==> src/rtl/alu_a5_driver.sv <==
// Sequencing front end for the 12-bit signed ALU: loads or repeats one ALU op on an accumulator.
// Optional macro ALU_DRV_FLAGS_EN builds the compare-flag registers behind rsp_gt/rsp_lt/rsp_eq.
module alu_a5_driver #(
  parameter int W  = 12,
  parameter int CW = 4
) (
  input  logic          clk,
  input  logic          rst,
  input  logic          cmd_valid,
  output logic          cmd_ready,
  input  logic          cmd_ld,
  input  logic [3:0]    cmd_op,
  input  logic [W-1:0]  cmd_b,
  input  logic [CW-1:0] cmd_cnt,
  output logic [W-1:0]  alu_a,
  output logic [W-1:0]  alu_b,
  output logic [3:0]    alu_sel,
  input  logic [W-1:0]  alu_result,
  input  logic          alu_agrtb,
  input  logic          alu_altb,
  input  logic          alu_aeqb,
  output logic          rsp_valid,
  input  logic          rsp_ready,
  output logic [W-1:0]  rsp_data,
  output logic          rsp_gt,
  output logic          rsp_lt,
  output logic          rsp_eq
);

  localparam logic [1:0] IDLE = 2'd0;
  localparam logic [1:0] EXEC = 2'd1;
  localparam logic [1:0] RESP = 2'd2;

  logic [1:0]    state_q, state_d;
  logic [W-1:0]  acc_q, acc_d;
  logic [W-1:0]  b_q, b_d;
  logic [3:0]    op_q, op_d;
  logic [CW-1:0] cnt_q, cnt_d;

`ifdef ALU_DRV_FLAGS_EN
  // Flag order is {gt, lt, eq}.
  logic [2:0] flags_q, flags_d;
`endif

  always_comb begin
    state_d = state_q;
    acc_d   = acc_q;
    b_d     = b_q;
    op_d    = op_q;
    cnt_d   = cnt_q;
`ifdef ALU_DRV_FLAGS_EN
    flags_d = flags_q;
`endif
    case (state_q)
      IDLE: begin
        if (cmd_valid) begin
          if (cmd_ld) begin
            acc_d   = cmd_b;
`ifdef ALU_DRV_FLAGS_EN
            flags_d = '0;
`endif
            state_d = RESP;
          end else begin
            b_d     = cmd_b;
            op_d    = cmd_op;
            cnt_d   = cmd_cnt;
            state_d = EXEC;
          end
        end
      end
      EXEC: begin
        // ALU is combinational: its result for the current acc is written back this edge.
        acc_d = alu_result;
`ifdef ALU_DRV_FLAGS_EN
        flags_d = {alu_agrtb, alu_altb, alu_aeqb};
`endif
        if (cnt_q == '0) begin
          state_d = RESP;
        end else begin
          cnt_d = cnt_q - CW'(1);
        end
      end
      RESP: begin
        if (rsp_ready) begin
          state_d = IDLE;
        end
      end
      default: state_d = IDLE;
    endcase
  end

  always_ff @(posedge clk) begin
    if (rst) begin
      state_q <= IDLE;
      acc_q   <= '0;
      b_q     <= '0;
      op_q    <= '0;
      cnt_q   <= '0;
`ifdef ALU_DRV_FLAGS_EN
      flags_q <= '0;
`endif
    end else begin
      state_q <= state_d;
      acc_q   <= acc_d;
      b_q     <= b_d;
      op_q    <= op_d;
      cnt_q   <= cnt_d;
`ifdef ALU_DRV_FLAGS_EN
      flags_q <= flags_d;
`endif
    end
  end

  assign cmd_ready = (state_q == IDLE);
  assign rsp_valid = (state_q == RESP);
  assign rsp_data  = acc_q;
  assign alu_a     = acc_q;
  assign alu_b     = b_q;
  assign alu_sel   = op_q;

`ifdef ALU_DRV_FLAGS_EN
  assign rsp_gt = flags_q[2];
  assign rsp_lt = flags_q[1];
  assign rsp_eq = flags_q[0];
`else
  logic unused_flags;
  assign unused_flags = alu_agrtb ^ alu_altb ^ alu_aeqb;
  assign rsp_gt = 1'b0;
  assign rsp_lt = 1'b0;
  assign rsp_eq = 1'b0;
`endif

endmodule
==> config.mk <==
export PLATFORM = sky130hd
export DESIGN_NAME = alu_a5_driver
export DESIGN_NICKNAME = d
export VERILOG_FILES = /design/src/rtl/alu_a5_driver.sv
export SDC_FILE = /design/constraint.sdc
export NUM_CORES = 1
export LEC_CHECK = 0
export CAP_MARGIN = 20
export CORE_UTILIZATION = 30
export CTS_CLUSTER_SIZE = 12
export DETAILED_ROUTE_END_ITERATION = 8
export PLACE_DENSITY = 0.69
export SLEW_MARGIN = 10
export SYNTH_ARGS = -nofsm -noshare
export SYNTH_HDL_FRONTEND = slang
export SYNTH_SLANG_ARGS = --single-unit
==> constraint.sdc <==
create_clock -name clk -period 2.2 [get_ports clk]
set_input_delay 0.66 -clock clk [delete_from_list [all_inputs] [get_ports clk]]
set_output_delay 0.66 -clock clk [all_outputs]
set_load 0.01 [all_outputs]
==> reports/results.ini, run 1 <==
[status]
status=completed

[timing]
drv_slew=0
fmax_ghz=0.4794
period_share_pct=94.82
hold_viol=0
skew_ns=0.003759
worst_pin_slew_ns=0.5878
setup_tns_ns=0
maxSlewHeadroom_pct=60.81
setup_viol=0
finalWorstSetupSlack_ns=0.1139
grt_setup_unrepaired=false
period_needed_ns=2.086

[floorplan]
coreArea_sq_um=5075
num_rows=26
start_util_pct=31.04
die_area_sq_um=5544
io_pins=85
die_x_microns=74.46
die_h_microns=74.46

[global_routing]
grt_usage_pct=14.93
grt.overflow.total=0
met3_usage_pct=3.659
grt-busiest-layer=met2
gr-usage-met2_pct=22.42
antenna_found_initial=0
grt_max_degree=35
grt_pass1_wl_microns=6120
met1_usage_pct=20.46
grt_pass1_vias=1283

[finish]
multi_input_area_sq_um=708.2
final_nets=308
final_common_cell=clkdlybuf4s50_1
seq_area_sq_um=680.7
n_fill_cell=513
drive_gt1_share_pct=8.582
syn_to_final_growth_pct=58.14
final_cell_mix=clkdlybuf4s50_1, nand2_1, dfxtp_1
antenna_cells=0

[route]
routed_wl_microns=4218
vias=1524
first_pass_iters=4
drc=0
viasPerCell=4.509
wire_per_inst_microns=12.48
ant_nets=0
dr.first_iter.drc_count=91

[cts]
clk_pin_slew_ns=0.07
cts-root-buf=clkbuf_8
htree_levels=2
ctsHoldBuffers=0
clock_latency_ns=0.28
numCtsBuffers=5
cts.path.max_buffers=2
cts_setup_buffers=0
cts.repair.resized=0
cts_tree=done
clock-sinks=34

[synth]
synth_warnings=0
syn_avg_cell_area_sq_um=7.916
yosysSeqAreaShare_pct=43.21
synthCells=199
ys_ff_latch=34
netlist_area_sq_um=1575
yosys.cell_types.count=28

[power_and_ir_drop]
powerDensity_nw_per_um2=761.7
leakage_uw=0.0009091
irDropWorstVdd_uv=355.3

[worst_setup_path]
worstSetupEndpointType=output port
start_kind=register
cp.arrival_ns=1.43
required_ns=1.54
criticalPathCategory=reg2out
cp_max_fo=9

[place]
dp_worst_setup_slack_ns=0.01424
dpl.hpwl_microns=3036
globalplace.congestion=0.6970
port_buffers=78

[job]
drv_cap=0

[min_path]
hp-class=reg2reg

area by class of cell:
class,instances,share of cell area (%)
inverters,3,0.4520
well taps,70,3.516
flip-flops and latches,34,27.32
clock inverters,2,2.411
repair buffers,87,34.56
clock buffers,6,3.315
multi-input cells,136,28.43
synthesized netlist by cell type (all sizes together):
library cell,count,area share [%]
nor3,1,0.32
nor2b,4,1.6
mux2,1,0.71
inv,3,0.71
conb,1,0.24
a311oi,12,6.7
nor4b,1,0.95
nand2b,1,0.40
a211oi,2,0.95
nand2,59,14
a221oi,1,0.95
o21bai,1,0.48
clkbuf,5,1.2
dfxtp,34,43
o21a,1,0.48
ha,1,0.79
nor3b,2,0.95
a21oi,22,7.0
o21ai,4,2.2
or4b,1,0.87
a22o,1,0.56
nor2,18,4.3
buf,23,10
path summary, 6_finish.rpt:
kind                            cells past startpoint        end  slack, ns  startpoint
worst min register to register                      2   alu_b[6]       0.45    alu_b[6]
worst max register to register                      6   cnt_q[0]       0.53    cnt_q[0]
worst max-delay path                                2  rsp_valid       0.11  state_q[0]
worst min-delay path                                2   alu_b[6]       0.45    alu_b[6]
cells by family after synthesis:
logic type | Yosys count | share of synthesized area (%)
mux | 1 | 0.7148
flops | 34 | 43.21
other cells | 1 | 0.2381
simple gates | 87 | 23.43
compound gates | 44 | 19.30
fa+ha+maj | 1 | 0.7942
buf+inv | 31 | 12.31
metal layers:
| metal | part of all wire (%) | wire [microns] |
|---|---|---|
| met5 | 0 | 0 |
| met4 | 1.6 | 68 |
| met3 | 5.7 | 239 |
| met2 | 47 | 1969 |
| met1 | 46 | 1940 |
where the power goes:
group | internal, uW | switching (uW) | total, uW | leakage (uW)
Clock | 483 | 226 | 709 | 0.0000714
Combinational | 270 | 211 | 481 | 0.000559
Sequential | 670 | 37.8 | 707 | 0.000279
Total | 1420 | 474 | 1900 | 0.000909
stage by stage:
step / hold WS, ns / util [%] / area [sq um] / instances / power [uW]
after floorplan: 0.4673 / - / 1583 / 201 / 975.7
after global placement: 0.4423 / 46.28 / 2349 / 330 / 1198
after detailed placement: 0.4467 / 46.28 / 2349 / 330 / 1206
after CTS: 0.4568 / 49.09 / 2491 / 338 / 1919
after global routing: 0.4742 / 49.09 / 2491 / 338 / 1994
final: 0.4538 / 49.09 / 2491 / 338 / 1898
worst max-delay path: stages (launching register included):
cell	delay [ns]
dfxtp_1	0.40
nor2b_1	0.19
clkdlybuf4s50_1	0.56
flip-flops by register name, indices dropped and copies added, names as in the netlist:
name     flops
alu_a       12
alu_b       12
alu_sel      4
cnt_q        4
state_q      2
Power figures use the tool's default switching activity.
==> run 2: changes to the inputs <==
--- a/config.mk
+++ b/config.mk
@@ -6,10 +6,12 @@
 export NUM_CORES = 1
 export LEC_CHECK = 0
 export CAP_MARGIN = 20
-export CORE_UTILIZATION = 30
+export CELL_PAD_IN_SITES_DETAIL_PLACEMENT = 1
+export CELL_PAD_IN_SITES_GLOBAL_PLACEMENT = 1
+export CORE_UTILIZATION = 26
 export CTS_CLUSTER_SIZE = 12
 export DETAILED_ROUTE_END_ITERATION = 8
-export PLACE_DENSITY = 0.69
+export PLACE_DENSITY = 0.83
 export SLEW_MARGIN = 10
 export SYNTH_ARGS = -nofsm -noshare
 export SYNTH_HDL_FRONTEND = slang
==> run 2 against run 1 <==
Effect of this change: setup slack better by 0.0044 ns; first-iteration DRC count is 3.3% higher; cell count is 0.59% higher; non-clock buffer count stayed put; register-to-register slack hardly changed; sequential cell count stayed put; clock skew is 0.0041 ns higher.
==> reports/results.ini, run 2 (synthesized netlist as in run 1, its figures left out) <==
[finish]
syn_to_final_growth_pct=59.09
antenna_cells=0  ; unchanged
layoutNonFillerInstCount=340  ; +0.59%
final_cell_mix=clkdlybuf4s50_1, nand2_1, dfxtp_1
drive_gt1_share_pct=8.582  ; unchanged
fin_util_pct=44.16  ; -4.9 points
final_common_cell=clkdlybuf4s50_1
final_nets=308  ; unchanged

[timing]
fmax_ghz=0.4804  ; +0.21%
maxSlewHeadroom_pct=62.90  ; +2.1 points
drv_slew=0  ; unchanged
setup_viol=0  ; unchanged
period_share_pct=94.62  ; -0.20 points
grt_setup_unrepaired=false
hold_viol=0  ; unchanged
worst_pin_slew_ns=0.5552  ; -0.03257 ns
period_needed_ns=2.082  ; -0.004426 ns
skew_ns=0.007834  ; +0.004075 ns

[cts]
ctsHoldBuffers=0  ; unchanged
clk_pin_slew_ns=0.07  ; about the same
clock_latency_ns=0.28  ; about the same
numCtsBuffers=5  ; unchanged
cts_setup_buffers=0  ; unchanged
cts-root-buf=clkbuf_8
clock-sinks=34  ; unchanged
cts.path.max_buffers=2  ; unchanged
cts_tree=done
cts.repair.resized=0  ; unchanged
htree_levels=2  ; unchanged

[global_routing]
grt_max_degree=35  ; unchanged
grt_usage_pct=16.20  ; +1.3 points
grt.overflow.total=0  ; unchanged
grt_pass1_wl_microns=7859  ; +28%
antenna_found_initial=0  ; unchanged
grt_pass1_vias=1577  ; +23%

[floorplan]
die_area_sq_um=6374  ; +15%
coreArea_sq_um=5675  ; +12%
die_x_microns=79.84  ; +7.2%
num_rows=27  ; +3.8%
die_h_microns=79.84  ; +7.2%
io_pins=85  ; unchanged
start_util_pct=27.76  ; -3.3 points

[route]
routed_wl_microns=5004  ; +19%
wire_per_inst_microns=14.72  ; +18%
drc=0  ; unchanged
dr.first_iter.drc_count=94  ; +3.3%
first_pass_iters=4  ; unchanged
vias=1553  ; +1.9%
viasPerCell=4.568  ; +1.3%
ant_nets=0  ; unchanged

[place]
dp_cells=332  ; +0.61%
dpl.hpwl_microns=3740  ; +23%
port_buffers=78  ; unchanged
globalplace.congestion=0.7288  ; +4.6%

[power_and_ir_drop]
irDropWorstVdd_uv=337.6  ; -5.0%
leakage_uw=0.0009137  ; +0.51%
p_total_uw=1914  ; +0.85%
powerDensity_nw_per_um2=763.6  ; +0.24%

[worst_setup_path]
cp.arrival_ns=1.42  ; about the same
rrSetupSlack_ns=0.54  ; about the same
required_ns=1.54  ; about the same
slowest_delay_ns=0.56  ; about the same
worstSetupEndpointType=output port
criticalPathCategory=reg2out
start_kind=register
worstPathCellList=nor2b_1 -> clkdlybuf4s50_1
cp_max_fo=9  ; unchanged
crit_slowest_cell=clkdlybuf4s50_1

[job]
drv_cap=0  ; unchanged

[min_path]
hp-class=reg2reg

[status]
status=completed

run 2: cell types whose count changed in the layout (fill, tap and decap cells not counted):
cell,delta
buf_12,+1
buf_4,-1
run 2: final timing paths:
| kind | depth (start not counted) | endpoint | start |
|---|---|---|---|
| worst max-delay path | 2 | rsp_valid | state_q[0] |
| worst min register to register | 2 | alu_sel[1] | alu_sel[1] |
| worst max register to register | 6 | cnt_q[0] | cnt_q[0] |
| worst min-delay path | 2 | alu_sel[1] | alu_sel[1] |
run 2: critical path: cells and delay by family, from the launching register on:
kind | cells | cell delay [ns]
DFF | 1 | 0.39
and+or+nand+nor | 1 | 0.19
buffers and inverters | 1 | 0.56
run 2: power by group:
| group | leakage (uW) | switching (uW) | internal, uW |
|---|---|---|---|
| Combinational | 0.000564 | 222 | 273 |
| Clock | 0.0000714 | 228 | 483 |
| Sequential | 0.000279 | 37.8 | 670 |
| Total | 0.000914 | 488 | 1430 |
run 2: metrics by stage:
| stage | setup TNS (ns) | hold slack, ns | area (sq um) | setup WS [ns] |
|---|---|---|---|---|
| finish | 0 | 0.4555 | 2506 | 0.1183 |
| detailed placement | -0.02579 | 0.4491 | 2364 | -0.01568 |
| global placement | 0 | 0.4419 | 2364 | 0.03344 |
| global route | 0 | 0.4764 | 2506 | 0.04643 |
| CTS | 0 | 0.4591 | 2506 | 0.1041 |
| floorplan | 0 | 0.4673 | 1583 | 0.4398 |
run 2: cell type report:
cell class / count / area [sq um]
clock inverter: 2 / 60.06
sequential: 34 / 680.7
multi-input combinational: 136 / 708.2
clock buffer: 6 / 82.58
inverter: 3 / 11.26
fill: 683 / 3169
tap: 72 / 90.09
timing repair buffer: 87 / 873.3
run 2: routing by layer:
metal | vias up | global-route usage (%) | routed length, microns
met1 | 724 | 20.26 | 2215
met3 | 7 | 3.086 | 226
li1 | 782 | - | -
met5 | - | 0 | 0
met4 | 0 | 5.893 | 71
met2 | 40 | 27.44 | 2491
==> RTL change 1, RTL diff (flow settings as in run 1) <==
The parameter `W` goes from 12 to 24.
--- a/src/rtl/alu_a5_driver.sv
+++ b/src/rtl/alu_a5_driver.sv
@@ -1,7 +1,7 @@
 // Sequencing front end for the 12-bit signed ALU: loads or repeats one ALU op on an accumulator.
 // Optional macro ALU_DRV_FLAGS_EN builds the compare-flag registers behind rsp_gt/rsp_lt/rsp_eq.
 module alu_a5_driver #(
-  parameter int W  = 12,
+  parameter int W  = 24,
   parameter int CW = 4
 ) (
   input  logic          clk,
Ports: changed (5 resized); port bits go from 85 to 145. No check against the original RTL was run, so the function may have changed too.
==> RTL change 1 against run 1 <==
Cell area is 66% higher. Sequential power is 71% higher. Synthesized area is 64% higher. Setup slack worse by 0.0091 ns. Sequential share of layout area is 0.71 points higher. Routed wire length is 76% higher. Non-clock buffer count is 69 higher. Final cell count is 64% higher. Die area is 62% higher. First-iteration DRC count is 37% lower. Sequential cell count is 24 higher. Power is 58% higher. Combinational power is 70% higher. Critical endpoint is now cmd_ready. Highest routed layer unchanged.
==> RTL change 1: results (changes against run 1) <==
| Metric | Value |
|---|---|
| Mean post-synth cell area | `7.87 um^2 (-0.60%)` |
| Multi-Input Combinational | `220 (+62%)` |
| Clock share of power | `32.4% (-5.0 points)` |
| Multi-input combinational cell area | `1110 um^2 (+57%)` |
| Worst setup path end | `cmd_ready` |
| Met2 usage | `30.8% (+8.3 points)` |
| H-tree Lvls | `3 (+1)` |
| Seq pwr share | `40.3% (+3.0 points)` |
| Met3 Use GR | `4.83% (+1.2 points)` |
| R2R depth | `5 (-1)` |
| R2r setup slk | `0.47 ns (-0.06 ns)` |
| # clk buffers | `11 (+5)` |
| Final RePlAce weighted congestion | `0.760 (+9.0%)` |
| R2r endpoint | `alu_a[12]` |
| Fmax | `0.477 GHz (-0.43%)` |
| WL met1 | `3020 um (+56%)` |
| Vias in the first global route | `2,490 (+94%)` |
| Dpl cell area | `3950 um^2 (+68%)` |
| Share of layout cells above drive strength 1 | `9.11% (+0.53 points)` |
| Initial DRC Count | `57 (-37%)` |
| GR Util met1 | `18.4% (-2.1 points)` |
| Inverters | `2 (-1)` |
| FILL cells | `797 (+55%)` |
| Top post-synthesis cells by count | `nand2_1 (107), dfxtp_1 (58), a21oi_1 (34)` |
| Unique masters post-synth | `27 (-3.6%)` |
| Seq pwr | `1.21 mW (+71%)` |
| Synth area leaders | `dfxtp_1 (45%), nand2_1 (16%), a311oi_1 (8.1%)` |
| Sequential cell area share | `28.0% (+0.71 points)` |
| Lkg Pwr | `1.52 nW (+68%)` |
| Worst VDD drop | `0.416 mV (+17%)` |
| NonClk Buf Share | `37.1% (+2.5 points)` |
| Slew of the pin with the lowest slew margin | `0.550 ns (-0.0374 ns)` |
| Num CTS Buffers | `9 (+4)` |
| Clock Skew | `0.00593 ns (+0.00217 ns)` |
| Layout Nets | `512 (+66%)` |
| Worst reg2reg path startpoint | `state_q[1]` |
| Status | `completed` |
| Seq Cell Count | `58 (+71%)` |
| Vias | `2,587 (+70%)` |
-- RTL change 1: worst min-delay path by stage --
stage                to  cells after the start  slack, ns
4_1_cts        alu_b[5]                      2       0.46
6_report       alu_b[5]                      2       0.45
2_1_floorplan  cnt_q[3]                      2       0.47
3_3_place_gp   alu_b[2]                      2       0.44
3_5_place_dp   alu_b[5]                      2       0.45
5_1_grt        alu_b[5]                      2       0.47
-- RTL change 1: cells by family (layout without fill, tap and decap cells) --
kind of cell / count (synthesis) / in the layout / synth area share, %
simple gates: 148 / 148 / 23.4
compound gates: 67 / 67 / 17.8
flops: 58 / 58 / 44.9
buf+inv: 53 / 172 / 12.8
fa+ha+maj: 1 / 1 / 0.483
other cells: 1 / 3 / 0.145
mux: 1 / 1 / 0.435
-- RTL change 1: worst max-delay path, stage by stage (launching register included) --
cell and delay [ns]:
dfxtp_1 0.40, nor2_1 0.13, clkdlybuf4s50_1 0.58
==> RTL change 2, RTL diff (flow settings as in run 1) <==
Without the edit above. Take the reset off `op_q` and load it in a clocked block of its own.
--- a/src/rtl/alu_a5_driver.sv
+++ b/src/rtl/alu_a5_driver.sv
@@ -94,7 +94,6 @@
       state_q <= IDLE;
       acc_q   <= '0;
       b_q     <= '0;
-      op_q    <= '0;
       cnt_q   <= '0;
 `ifdef ALU_DRV_FLAGS_EN
       flags_q <= '0;
@@ -103,12 +102,15 @@
       state_q <= state_d;
       acc_q   <= acc_d;
       b_q     <= b_d;
-      op_q    <= op_d;
       cnt_q   <= cnt_d;
 `ifdef ALU_DRV_FLAGS_EN
       flags_q <= flags_d;
 `endif
     end
+  end
+
+  always_ff @(posedge clk) begin
+    op_q <= op_d;
   end
 
   assign cmd_ready = (state_q == IDLE);
Function: changed (a bounded check fails within 4 cycles, from zero or initial values and one cycle with rst high).
==> RTL change 2 against run 1 <==
Synthesized area decreased by 2.9%. Sequential power increased by 0.7%. Final cell count fell by 3.8%. Critical path depth did not move. Sequential cell count unchanged. Setup slack improved by 0.027 ns. Power shrank 9.9%. Cell area fell by 1.3%. Count of clock-buffer cells in the layout unchanged. Routed wire length shrank 0.21%.
==> RTL change 2: results (changes against run 1) <==
| Metric | Value |
|---|---|
| Status | `completed` |
| Dpl hpwl | `3120 um (+2.9%)` |
| Seq/Total Area, Yosys | `47.1% (+3.9 points)` |
| GRT Util Overall | `16.1% (+1.2 points)` |
| WL/cell | `13.0 um (+3.8%)` |
| H-tree Lvls | `2 (unchanged)` |
| First-pass GRT wire length | `6490 um (+6.1%)` |
| Final Hold Viols | `0 (unchanged)` |
| Later-pin clock latency in the skew report | `0.28 ns (about the same)` |
| Vias | `1,465 (-3.9%)` |
| Post-CTS Repair Setup Buffers | `0 (unchanged)` |
| Normalized max-slew margin | `49.1% (-12 points)` |
| Unique masters post-synth | `28 (unchanged)` |
| Initial DRC Count | `77 (-15%)` |
| Top post-synthesis cells by count | `nand2_1 (50), dfxtp_1 (30), nor2_1 (20)` |
| Final RePlAce weighted congestion | `0.778 (+12%)` |
| Clock Path Buffers | `2 (unchanged)` |
| FFs w/ async S/R, synth | `0% (unchanged)` |
| Yosys warnings | `0 (unchanged)` |
| Vias in the first global route | `1,374 (+7.1%)` |
| Max incr delay on CP | `0.56 ns (about the same)` |
| Initial antenna violation count | `0 (unchanged)` |
| Synth area leaders | `dfxtp_1 (39%), nand2_1 (12%), buf_4 (7.8%)` |
| Number of synthesized flops with an enable pin | `4 (+4)` |
| Final antenna diode count | `0 (unchanged)` |
| Crit Path Max Fanout | `8 (-1)` |
| Worst VDD drop | `0.415 mV (+17%)` |
| Clock Skew | `0.00577 ns (+0.00202 ns)` |
| FILL cells | `483 (-5.8%)` |
| Predominant post-synthesis flop cell | `dfxtp_1` |
| WL final | `4210 um (-0.21%)` |
| R2R depth | `4 (-2)` |
| Worst hold path class | `reg2reg` |
| Clk slew on worst S/H paths | `0.07 ns (about the same)` |
| Share of layout cells above drive strength 1 | `9.30% (+0.72 points)` |
| Cells after synthesis | `185 (-7.0%)` |
| Num CTS Buffers | `5 (unchanged)` |
| TritonRoute pass-1 iters | `4 (unchanged)` |
| Lkg Pwr | `0.910 nW (about the same)` |
| DP Cell Count | `317 (-3.9%)` |
| Clk root buf | `clkbuf_8` |
| IO Port Bufs | `78 (unchanged)` |
| WP data arrival | `1.40 ns (-0.03 ns)` |
| Largest net degree at the start of global routing | `31 (-11%)` |
| Pre-CTS WS | `-0.152 ns (-0.167 ns)` |
| Layout Nets | `298 (-3.2%)` |
| CP max stage cell | `clkdlybuf4s50_1` |
| Hold Path Cell Cnt | `2 (unchanged)` |
| Cell family with the largest share of critical-path delay | `buffers and inverters` |
[RTL change 2: cells by family (layout without fill, tap and decap cells)]
group | Yosys count | count (layout) | synth area share (%)
AND/OR/NAND/NOR | 79 | 79 | 21.3
multiplexers | 1 | 1 | 0.736
buffers and inverters | 30 | 101 | 11.6
flip-flops | 34 | 34 | 47.1
AO/OA/AOI/OAI | 39 | 39 | 18.2
other | 1 | 3 | 0.245
adder cells (fa/ha/maj) | 1 | 1 | 0.818
[RTL change 2: worst min-delay path: cells and delay by family (launching register included)]
kind	cells	cell delay, ns
AO/OA/AOI/OAI	1	0.05
flip-flops	1	0.31
AND/OR/NAND/NOR	1	0.05
[RTL change 2: timing repair]
| action | 4_1_cts | 5_1_grt |
|---|---|---|
| endpoints found under the hold margin | 0 | 0 |
| endpoints found under the setup margin | 0 | 1 |
| resized for setup | 0 | 1 |
[RTL change 2: stage by stage]
step                      TNS [ns]  cell area (um^2)
final                            0              2460
after global routing             0              2460
after CTS                        0              2460
after detailed placement     -1.71              2350
after global placement       -1.11              2350
after floorplan                  0              1540
[RTL change 2: path summary, 6_finish.rpt]
check | startpoint | endpoint | slack, ns
min reg2reg | alu_b[5] | alu_b[5] | 0.46
min | alu_b[5] | alu_b[5] | 0.46
max reg2reg | state_q[0] | cnt_q[0] | 0.47
max | state_q[1] | rsp_valid | 0.14
[RTL change 2: area by class of cell]
cell class                      count  area (um^2)  area share, %
Clock buffer                        6         72.6           2.95
Clock inverter                      2         37.5           1.53
Inverter                            4         15.0          0.611
Multi-Input combinational cell    123          639           26.0
Sequential cell                    34          722           29.4
Tap cell                           67         83.8           3.41
Timing Repair Buffer               89          888           36.1
[RTL change 2: layer usage]
| layer | global-route usage [%] | up-vias | part of all wire [%] |
|---|---|---|---|
| li1 | - | 748 | - |
| met1 | 20.3 | 668 | 45 |
| met2 | 26.2 | 43 | 49 |
| met3 | 4.53 | 6 | 4.2 |
| met4 | 5.98 | 0 | 1.8 |
| met5 | 0 | - | 0 |
[RTL change 2: power by group]
part / internal [mW] / leakage, nW / switching [mW]
sequential: 0.677 / 0.284 / 0.0348
clock: 0.338 / 0.0514 / 0.225
combinational: 0.249 / 0.575 / 0.185
total: 1.26 / 0.910 / 0.445
